$ cat config.mk
export PLATFORM = sky130hd
export DESIGN_NAME = circ05_sig_capture
export DESIGN_NICKNAME = d
export VERILOG_FILES = /design/src/rtl/circ05_sig_capture.sv
export SDC_FILE = /design/constraint.sdc
export NUM_CORES = 1
export LEC_CHECK = 0
export CORE_ASPECT_RATIO = 0.7
export CORE_UTILIZATION = 35
export CTS_CLUSTER_SIZE = 8
export DETAILED_ROUTE_END_ITERATION = 10
export SYNTH_ARGS = -nofsm -noshare
export SYNTH_HDL_FRONTEND = slang
export SYNTH_SLANG_ARGS = --single-unit
$ cat constraint.sdc
create_clock -name clk -period 3.8 [get_ports clk]
set_input_delay 0.95 -clock clk [delete_from_list [all_inputs] [get_ports clk]]
set_output_delay 0.95 -clock clk [all_outputs]
set_load 0.02 [all_outputs]
$ cat src/rtl/circ05_sig_capture.sv
// ---------------------------------------------------------------------------
// circ05_sig_capture
//
// Downstream capture stage for the circ05 netlist. The two circ05 outputs,
// u (combinational from b,c) and v (registered, multi-stage), are compacted
// into a MISR signature over a programmed number of clock cycles. A short
// warm-up window is skipped after start so the v pipeline has flushed
// before anything is folded into the signature.
//
// Handshake: start (sampled in IDLE) -> busy while warming up / running ->
// done in HOLD with sig frozen -> ack returns to IDLE.
//
// Parameters
//   SIG_W   signature width (>= 2)
//   POLY    feedback polynomial, XORed in when the signature MSB shifts out
//   SEED    signature value loaded on start
//   CNT_W   width of len and of the sample counter
//   WARMUP  cycles ignored after start before sampling (0..15)
//
// Ports
//   clk     in   1      single clock, rising edge
//   rst     in   1      asynchronous reset, active-high
//   start   in   1      begin capture; only looked at in IDLE
//   abort   in   1      cancel capture while warming up or running
//   len     in   CNT_W  number of samples to compact; captured with start
//   u_in    in   1      circ05 output u
//   v_in    in   1      circ05 output v
//   ack     in   1      consumer accepts the signature; only looked at in HOLD
//   busy    out  1      high while warming up or running
//   done    out  1      high in HOLD; sig is valid and stable
//   sig     out  SIG_W  signature register
// ---------------------------------------------------------------------------
module circ05_sig_capture #(
    parameter int                SIG_W  = 16,
    parameter logic [SIG_W-1:0]  POLY   = SIG_W'(16'h1021),
    parameter logic [SIG_W-1:0]  SEED   = SIG_W'(16'h0000),
    parameter int                CNT_W  = 8,
    parameter int                WARMUP = 2
) (
    input  logic             clk,
    input  logic             rst,
    input  logic             start,
    input  logic             abort,
    input  logic [CNT_W-1:0] len,
    input  logic             u_in,
    input  logic             v_in,
    input  logic             ack,
    output logic             busy,
    output logic             done,
    output logic [SIG_W-1:0] sig
);

    typedef enum logic [1:0] {
        S_IDLE,
        S_WARM,
        S_RUN,
        S_HOLD
    } state_t;

    localparam logic [CNT_W-1:0] CNT_ONE   = CNT_W'(1);
    localparam logic [3:0]       WARM_ONE  = 4'd1;
    localparam logic [3:0]       WARM_INIT = 4'(WARMUP);

    state_t             state;
    state_t             state_next;
    logic [SIG_W-1:0]   sig_next;
    logic [CNT_W-1:0]   cnt;
    logic [CNT_W-1:0]   cnt_next;
    logic [3:0]         wcnt;
    logic [3:0]         wcnt_next;

    logic [SIG_W-1:0]   shifted;
    logic [SIG_W-1:0]   feedback;
    logic [SIG_W-1:0]   inject;
    logic [SIG_W-1:0]   misr_next;

    // One MISR step: shift left, fold the polynomial back in when the MSB
    // falls off, and inject the two circ05 observables into the low bits.
    always_comb begin
        shifted    = {sig[SIG_W-2:0], 1'b0};
        feedback   = sig[SIG_W-1] ? POLY : '0;
        inject     = '0;
        inject[1]  = v_in;
        inject[0]  = u_in;
        misr_next  = shifted ^ feedback ^ inject;
    end

    // Next-state logic. Abort beats start in IDLE and beats completion in
    // RUN; an aborting edge leaves sig untouched so the partial value stays
    // visible. A zero length skips straight to HOLD with the seed loaded.
    always_comb begin
        state_next = state;
        sig_next   = sig;
        cnt_next   = cnt;
        wcnt_next  = wcnt;

        case (state)
            S_IDLE: begin
                if (start && !abort) begin
                    sig_next = SEED;
                    if (len == '0) begin
                        state_next = S_HOLD;
                    end else begin
                        cnt_next = len;
                        if (WARMUP == 0) begin
                            state_next = S_RUN;
                        end else begin
                            state_next = S_WARM;
                            wcnt_next  = WARM_INIT;
                        end
                    end
                end
            end

            S_WARM: begin
                if (abort) begin
                    state_next = S_IDLE;
                end else begin
                    wcnt_next = wcnt - WARM_ONE;
                    if (wcnt == WARM_ONE) begin
                        state_next = S_RUN;
                    end
                end
            end

            S_RUN: begin
                if (abort) begin
                    state_next = S_IDLE;
                end else begin
                    sig_next = misr_next;
                    cnt_next = cnt - CNT_ONE;
                    if (cnt == CNT_ONE) begin
                        state_next = S_HOLD;
                    end
                end
            end

            S_HOLD: begin
                if (ack) begin
                    state_next = S_IDLE;
                end
            end

            default: begin
                state_next = S_IDLE;
            end
        endcase
    end

    // State and datapath registers. busy and done are decoded from the
    // next state so they are true flops that line up with the state.
    always_ff @(posedge clk or posedge rst) begin
        if (rst) begin
            state <= S_IDLE;
            sig   <= '0;
            cnt   <= '0;
            wcnt  <= '0;
            busy  <= 1'b0;
            done  <= 1'b0;
        end else begin
            state <= state_next;
            sig   <= sig_next;
            cnt   <= cnt_next;
            wcnt  <= wcnt_next;
            busy  <= (state_next == S_WARM) || (state_next == S_RUN);
            done  <= (state_next == S_HOLD);
        end
    end

endmodule

==> flow_metrics.tcl, run 1 <==
set metrics [dict create \
    drtPass1Iterations 4 \
    hold_buffers 0 \
    fillers 422 \
    sw_frac_of_total_pct 33.4 \
    num_rows 20 \
    yosys-top-cells-area "dfrtp_1 (47%), nand2_1 (7.5%), o21ai_0 (4.4%), ha_1 (3.7%), a21oi_1 (3.0%)" \
    grt_pass1_wl_mm 6.31 \
    finalNetCount 236 \
    cts-resized-gates 0 \
    ant_nets 0 \
    htree_levels 2 \
    ys.flop_type "dfrtp_1" \
    drv_slew 0 \
    powerDensity_nw_per_um2 477 \
    power_frac_clock_pct 27.0 \
    final_cell_mix "nand2_1 (34), dfrtp_1 (32), clkdlybuf4s50_1 (32), o21ai_0 (15), nor2_1 (13)" \
    crit_required_ns 3.96 \
    p_seq_share_pct 47.1 \
    outcome "finished, final reports clean" \
    power_switching_mw 0.345 \
    irDropWorstVdd_mv 0.210 \
    cts_sinks 32 \
    overflow 0 \
    fin_skew_ns 0.00523 \
    num_antenna_cells 0 \
    setup_viol 0 \
    cts_tree "yes" \
    coreArea_um2 4480 \
    rr_endpoint "cnt[3]$_DFFE_PP0P_" \
    place_area_um2 2060 \
    async_flop_share_pct 100 \
    cts_setup_buffers 0 \
    routed_via_density 5.24 \
    tns_ns 0 \
    wl_mm 3.91 \
    maxCapViolCount 0 \
    start_util_pct 37.7 \
    relSlewSlack_pct 60.7 \
    die_h_um 60.1 \
    finalCritPeriodShare_pct 65.9 \
    final_common_cell "nand2_1" \
    drt_iter0_drc 62 \
    dieArea_um2 5120 \
    yosysWarnings 0 \
    r2r_cells 4 \
    path_max_fanout 2 \
    holdWs_ns 0.512 \
    dpl.hpwl_mm 2.74 \
    worst_pin_slew_ns 0.590 \
    fin_area_um2 2160 \
    syn_area_um2 1690 \
    hold_viol_final 0 \
    synth-edff-count 0 \
    synth_seq_area_share_pct 47.4 \
    post-route-min-period_ns 2.50 \
    leakage_nw 0.918 \
    area_growth_syn_to_layout_pct 27.8 \
    ys_ff_latch 32 \
    max_freq_mhz 399 \
    hold_depth 2 \
    clockRootBuffer "clkbuf_8" \
    synth_top_area_cell "dfrtp_1" \
    clk_latency_ns 0.27 \
    combPwrFrac_pct 26.0 \
    vias 1420 \
    intPower_mw 0.686 \
    dpl_worst_slack_ns 1.02 \
    syn_nets 202 \
    hold_end "sig[2]$_DFFE_PP0P_" \
    crit_path_start_kind "primary input" \
    synth_cell_type_count 41 \
    synth_area_per_cell_um2 9.29 \
    cts_buffers 5 \
    critPathCaptureType "flop" \
    setup_ws_ns 1.30 \
    hold_start "sig[2]$_DFFE_PP0P_" \
    arrival_ns 2.66 \
    grt_max_degree 34 \
    io_buffers 32 \
    grt_antenna_before_repair 0 \
    rr_startpoint "state[1]$_DFF_PP0_" \
    cts.path.max_buffers 2 \
    rsz0062_at_grt "no" \
    gp_congestion 0.804 \
    path_clk_slew_ns 0.07 \
    synth_top_cell_area_share_pct 47.4 \
    grt_pass1_vias 1277 \
    ios 33 \
    drc 0 \
    synthCells 182 \
    wl_per_cell_um 14.4 \
    rrSetupSlack_ns 2.01 \
    critical_path_class "in -> reg" \
    grtUsageTotal_pct 16.4 \
    drive_above_1_share_pct 9.72 \
    dieWidth_um 85.1 \
    hold_class "reg -> reg" \
]
-- power groups by stage --
stage	sequential, mW	clock (mW)	combinational [mW]
floorplan	0.475	0	0.190
global placement	0.491	0	0.268
detailed placement	0.488	0	0.268
CTS	0.483	0.288	0.269
global route	0.495	0.304	0.303
finish	0.485	0.278	0.267
-- sequential cells by signal, summed over array words and instances, names as in the netlist --
name,count
busy,1
cnt,8
done,1
sig,16
state,2
wcnt,4
-- layout make-up --
class | instances | area, um^2 | share of cell area [%]
repair buffers | 35 | 343 | 15.9
inverters | 9 | 33.8 | 1.56
flip-flops and latches | 32 | 801 | 37.1
clock buffers | 7 | 96.3 | 4.46
multi-input cells | 133 | 818 | 37.9
well taps | 55 | 68.8 | 3.18
-- kinds of logic after synthesis --
| logic type | share of synthesized area (%) |
|---|---|
| AND/OR/NAND/NOR | 19.7 |
| AO/OA/AOI/OAI | 21.1 |
| flip-flops | 47.4 |
| buffers and inverters | 4.44 |
| XOR/XNOR | 3.11 |
| adder cells (fa/ha/maj) | 3.70 |
| multiplexers | 0.592 |
-- critical path, cell delays in order --
cell             delay [ns]
clkdlybuf4s50_1        0.42
or4_4                  0.58
nor2_1                 0.17
a21oi_1                0.10
o22ai_1                0.19
ha_1                   0.25
-- cell usage after synthesis (all sizes together) (2+ instances only) --
master	number
nor3	5
dfrtp	32
a221oi	2
a211oi	4
o31ai	5
nor2	13
clkbuf	5
nand2	34
a21oi	10
o22ai	4
and3	3
ha	5
xnor2	5
a211o	5
inv	9
or4	2
buf	3
o21ai	17
-- layer usage --
metal | part of all wire, % | GRT usage [%] | wire length [um]
met1 | 56 | 25.0 | 2180
met2 | 39 | 22.4 | 1510
met3 | 4.6 | 3.87 | 179
met4 | 0.87 | 5.81 | 34
met5 | 0 | 0 | 0
-- metrics by stage --
stage	util [%]	total power, mW	instances
after CTS	48.2	1.04	271
final	48.2	1.03	271
after detailed placement	46.1	0.756	264
after floorplan	-	0.665	182
after global routing	48.2	1.10	271
after global placement	46.1	0.759	264
-- worst max-delay path by stage --
stage / from / endpoint / slack [ns] / cells after the start
finish: len[2] / busy$_DFF_PP0_ / 1.30 / 6
detailed placement: len[2] / busy$_DFF_PP0_ / 1.02 / 6
floorplan: len[2] / busy$_DFF_PP0_ / 1.58 / 5
CTS: len[2] / busy$_DFF_PP0_ / 1.31 / 6
global placement: len[6] / busy$_DFF_PP0_ / 1.01 / 6
global route: len[2] / busy$_DFF_PP0_ / 1.19 / 6
(Power assumes the default switching activity.)
==> run 2, diff against run 1 <==
clock period = 2 ns   (was 3.8 ns; I/O delays follow)
==> run 2 against run 1 <==
Against the previous run:
- setup slack lost 1.3 ns
- final area grew 7.9%
- combinational power grew 110%
- register-to-register slack lost 1.8 ns
- sequential share of layout area shrank 2.7 points
- sequential cell count is the same
- utilization grew 3.8 points
- clock skew grew 0.0012 ns
- power grew 100%
- hold slack lost 0.0031 ns
- first-iteration DRC count grew 94%
==> flow_metrics.tcl, run 2 (synthesized netlist as in run 1, its figures left out) <==
set metrics [dict create \
    outcome "finished, final reports clean" \
    drc 0 \
    setup_viol 0 \
    area_growth_syn_to_layout_pct 38.0 \
    dieWidth_um 85.1 \
    r2r_cells 5 \
    gp_congestion 0.802 \
    routed_via_density 5.16 \
    dieArea_um2 5120 \
    sw_frac_of_total_pct 33.2 \
    path_max_fanout 5 \
    final_cell_mix "nand2_1 (34), dfrtp_1 (32), clkdlybuf4s50_1 (26), o21ai_0 (15), buf_4 (13)" \
    worst_pin_slew_ns 0.459 \
    path_clk_slew_ns 0.07 \
    rr_startpoint "state[1]$_DFF_PP0_" \
    start_util_pct 37.7 \
    clockRootBuffer "clkbuf_8" \
    grt_pass1_wl_mm 6.72 \
    hold_class "reg -> reg" \
    overflow 0 \
    drtPass1Iterations 4 \
    cts.path.max_buffers 2 \
    finalNetCount 248 \
    fillers 420 \
    rrSetupSlack_ns 0.24 \
    power_mw 2.10 \
    htree_levels 2 \
    p_seq_share_pct 44.1 \
    rr_endpoint "busy$_DFF_PP0_" \
    crit_path_start_kind "primary input" \
    clk_latency_ns 0.28 \
    hold_depth 2 \
    relSlewSlack_pct 69.4 \
    io_buffers 32 \
    regMostFlops "sig" \
    dpl.hpwl_mm 2.99 \
    grtUsageTotal_pct 17.6 \
    drv_slew 0 \
    largest_reg_flops 16 \
    num_rows 20 \
    powerDensity_nw_per_um2 899 \
    grt_pass1_vias 1389 \
    wl_mm 4.23 \
    seq_area_um2 801 \
    crit_required_ns 2.16 \
    die_h_um 60.1 \
    max_freq_mhz 505 \
    coreArea_um2 4480 \
    leakage_nw 1.04 \
    ant_nets 0 \
    ios 33 \
    hold_start "sig[1]$_DFFE_PP0P_" \
    irDropWorstVdd_mv 0.391 \
    cts_sinks 32 \
    critPathCaptureType "flop" \
    power_switching_mw 0.696 \
    largest_registers "sig x16, cnt x8, wcnt x4" \
    multi_input_area_um2 868 \
    drive_above_1_share_pct 16.6 \
    intPower_mw 1.40 \
    drt_iter0_drc 120 \
    wl_per_cell_um 14.9 \
    post-route-min-period_ns 1.98 \
    combPwrFrac_pct 26.9 \
    final_common_cell "nand2_1" \
    fin_util_pct 52.1 \
    vias 1466 \
    hold_buffers 0 \
    fin_skew_ns 0.00647 \
    cts_tree "yes" \
    finalCritPeriodShare_pct 99.0 \
    cts_buffers 5 \
    arrival_ns 2.14 \
    holdWs_ns 0.509 \
    maxCapViolCount 0 \
    grt_antenna_before_repair 0 \
    num_antenna_cells 0 \
    hold_viol_final 0 \
    hold_end "sig[1]$_DFFE_PP0P_" \
    critical_path_class "in -> reg" \
    power_frac_clock_pct 29.0 \
    grt_max_degree 34 \
]
-- run 2: power by group through the flow --
| stage | Combinational [mW] | Sequential [mW] | Clock, mW |
|---|---|---|---|
| after floorplan | 0.361 | 0.902 | 0 |
| after global placement | 0.547 | 0.931 | 0 |
| after detailed placement | 0.554 | 0.931 | 0 |
| after CTS | 0.559 | 0.922 | 0.618 |
| after global routing | 0.630 | 0.951 | 0.647 |
| final | 0.565 | 0.925 | 0.607 |
-- run 2: metrics by stage --
step                cell area, um^2  worst slack, ns  cells  TNS [ns]
global placement               2160           -0.294    275     -3.37
detailed placement             2160           -0.336    275     -3.83
finish                         2330           0.0198    284         0
global route                   2330         -0.00728    284   -0.0117
CTS                            2280          0.00165    284         0
floorplan                      1690            0.228    182         0
-- run 2: metal layers --
metal	vias up	share of wire (%)	global-route usage (%)
met5	-	0	0
met1	690	52	26.2
met2	31	43	25.3
li1	743	-	-
met3	2	4.4	4.28
met4	0	0.40	4.36
-- run 2: worst max-delay path by stage --
stage	endpoint	from	depth (start not counted)	slack, ns
final	cnt[6]$_DFFE_PP0P_	len[7]	5	0.02
after global routing	cnt[7]$_DFFE_PP0P_	len[7]	5	-0.007
after CTS	busy$_DFF_PP0_	len[0]	6	0.002
after detailed placement	cnt[1]$_DFFE_PP0P_	len[2]	5	-0.34
after global placement	busy$_DFF_PP0_	len[2]	6	-0.29
after floorplan	busy$_DFF_PP0_	len[2]	5	0.23
-- run 2: what timing repair did --
action / 4_1_cts / 5_1_grt
endpoints found under the hold margin: 0 / 0
endpoints found under the setup margin: 7 / 7
pin swaps: 2 / 7
buffers inserted: 0 / 0
resized for setup: 1 / 13
gates cloned: 1 / 0
-- run 2: layout make-up --
cell class | count | area share [%]
multi-input cells | 134 | 37.2
flip-flops and latches | 32 | 34.3
repair buffers | 46 | 19.4
clock buffers | 6 | 3.11
well taps | 55 | 2.95
clock inverters | 2 | 1.50
inverters | 9 | 1.45
-- run 2: critical path: stages --
cell and delay [ns]:
clkdlybuf4s50_1 0.46, or4_4 0.51, o21ai_4 0.29, a221oi_1 0.14, a211o_1 0.24
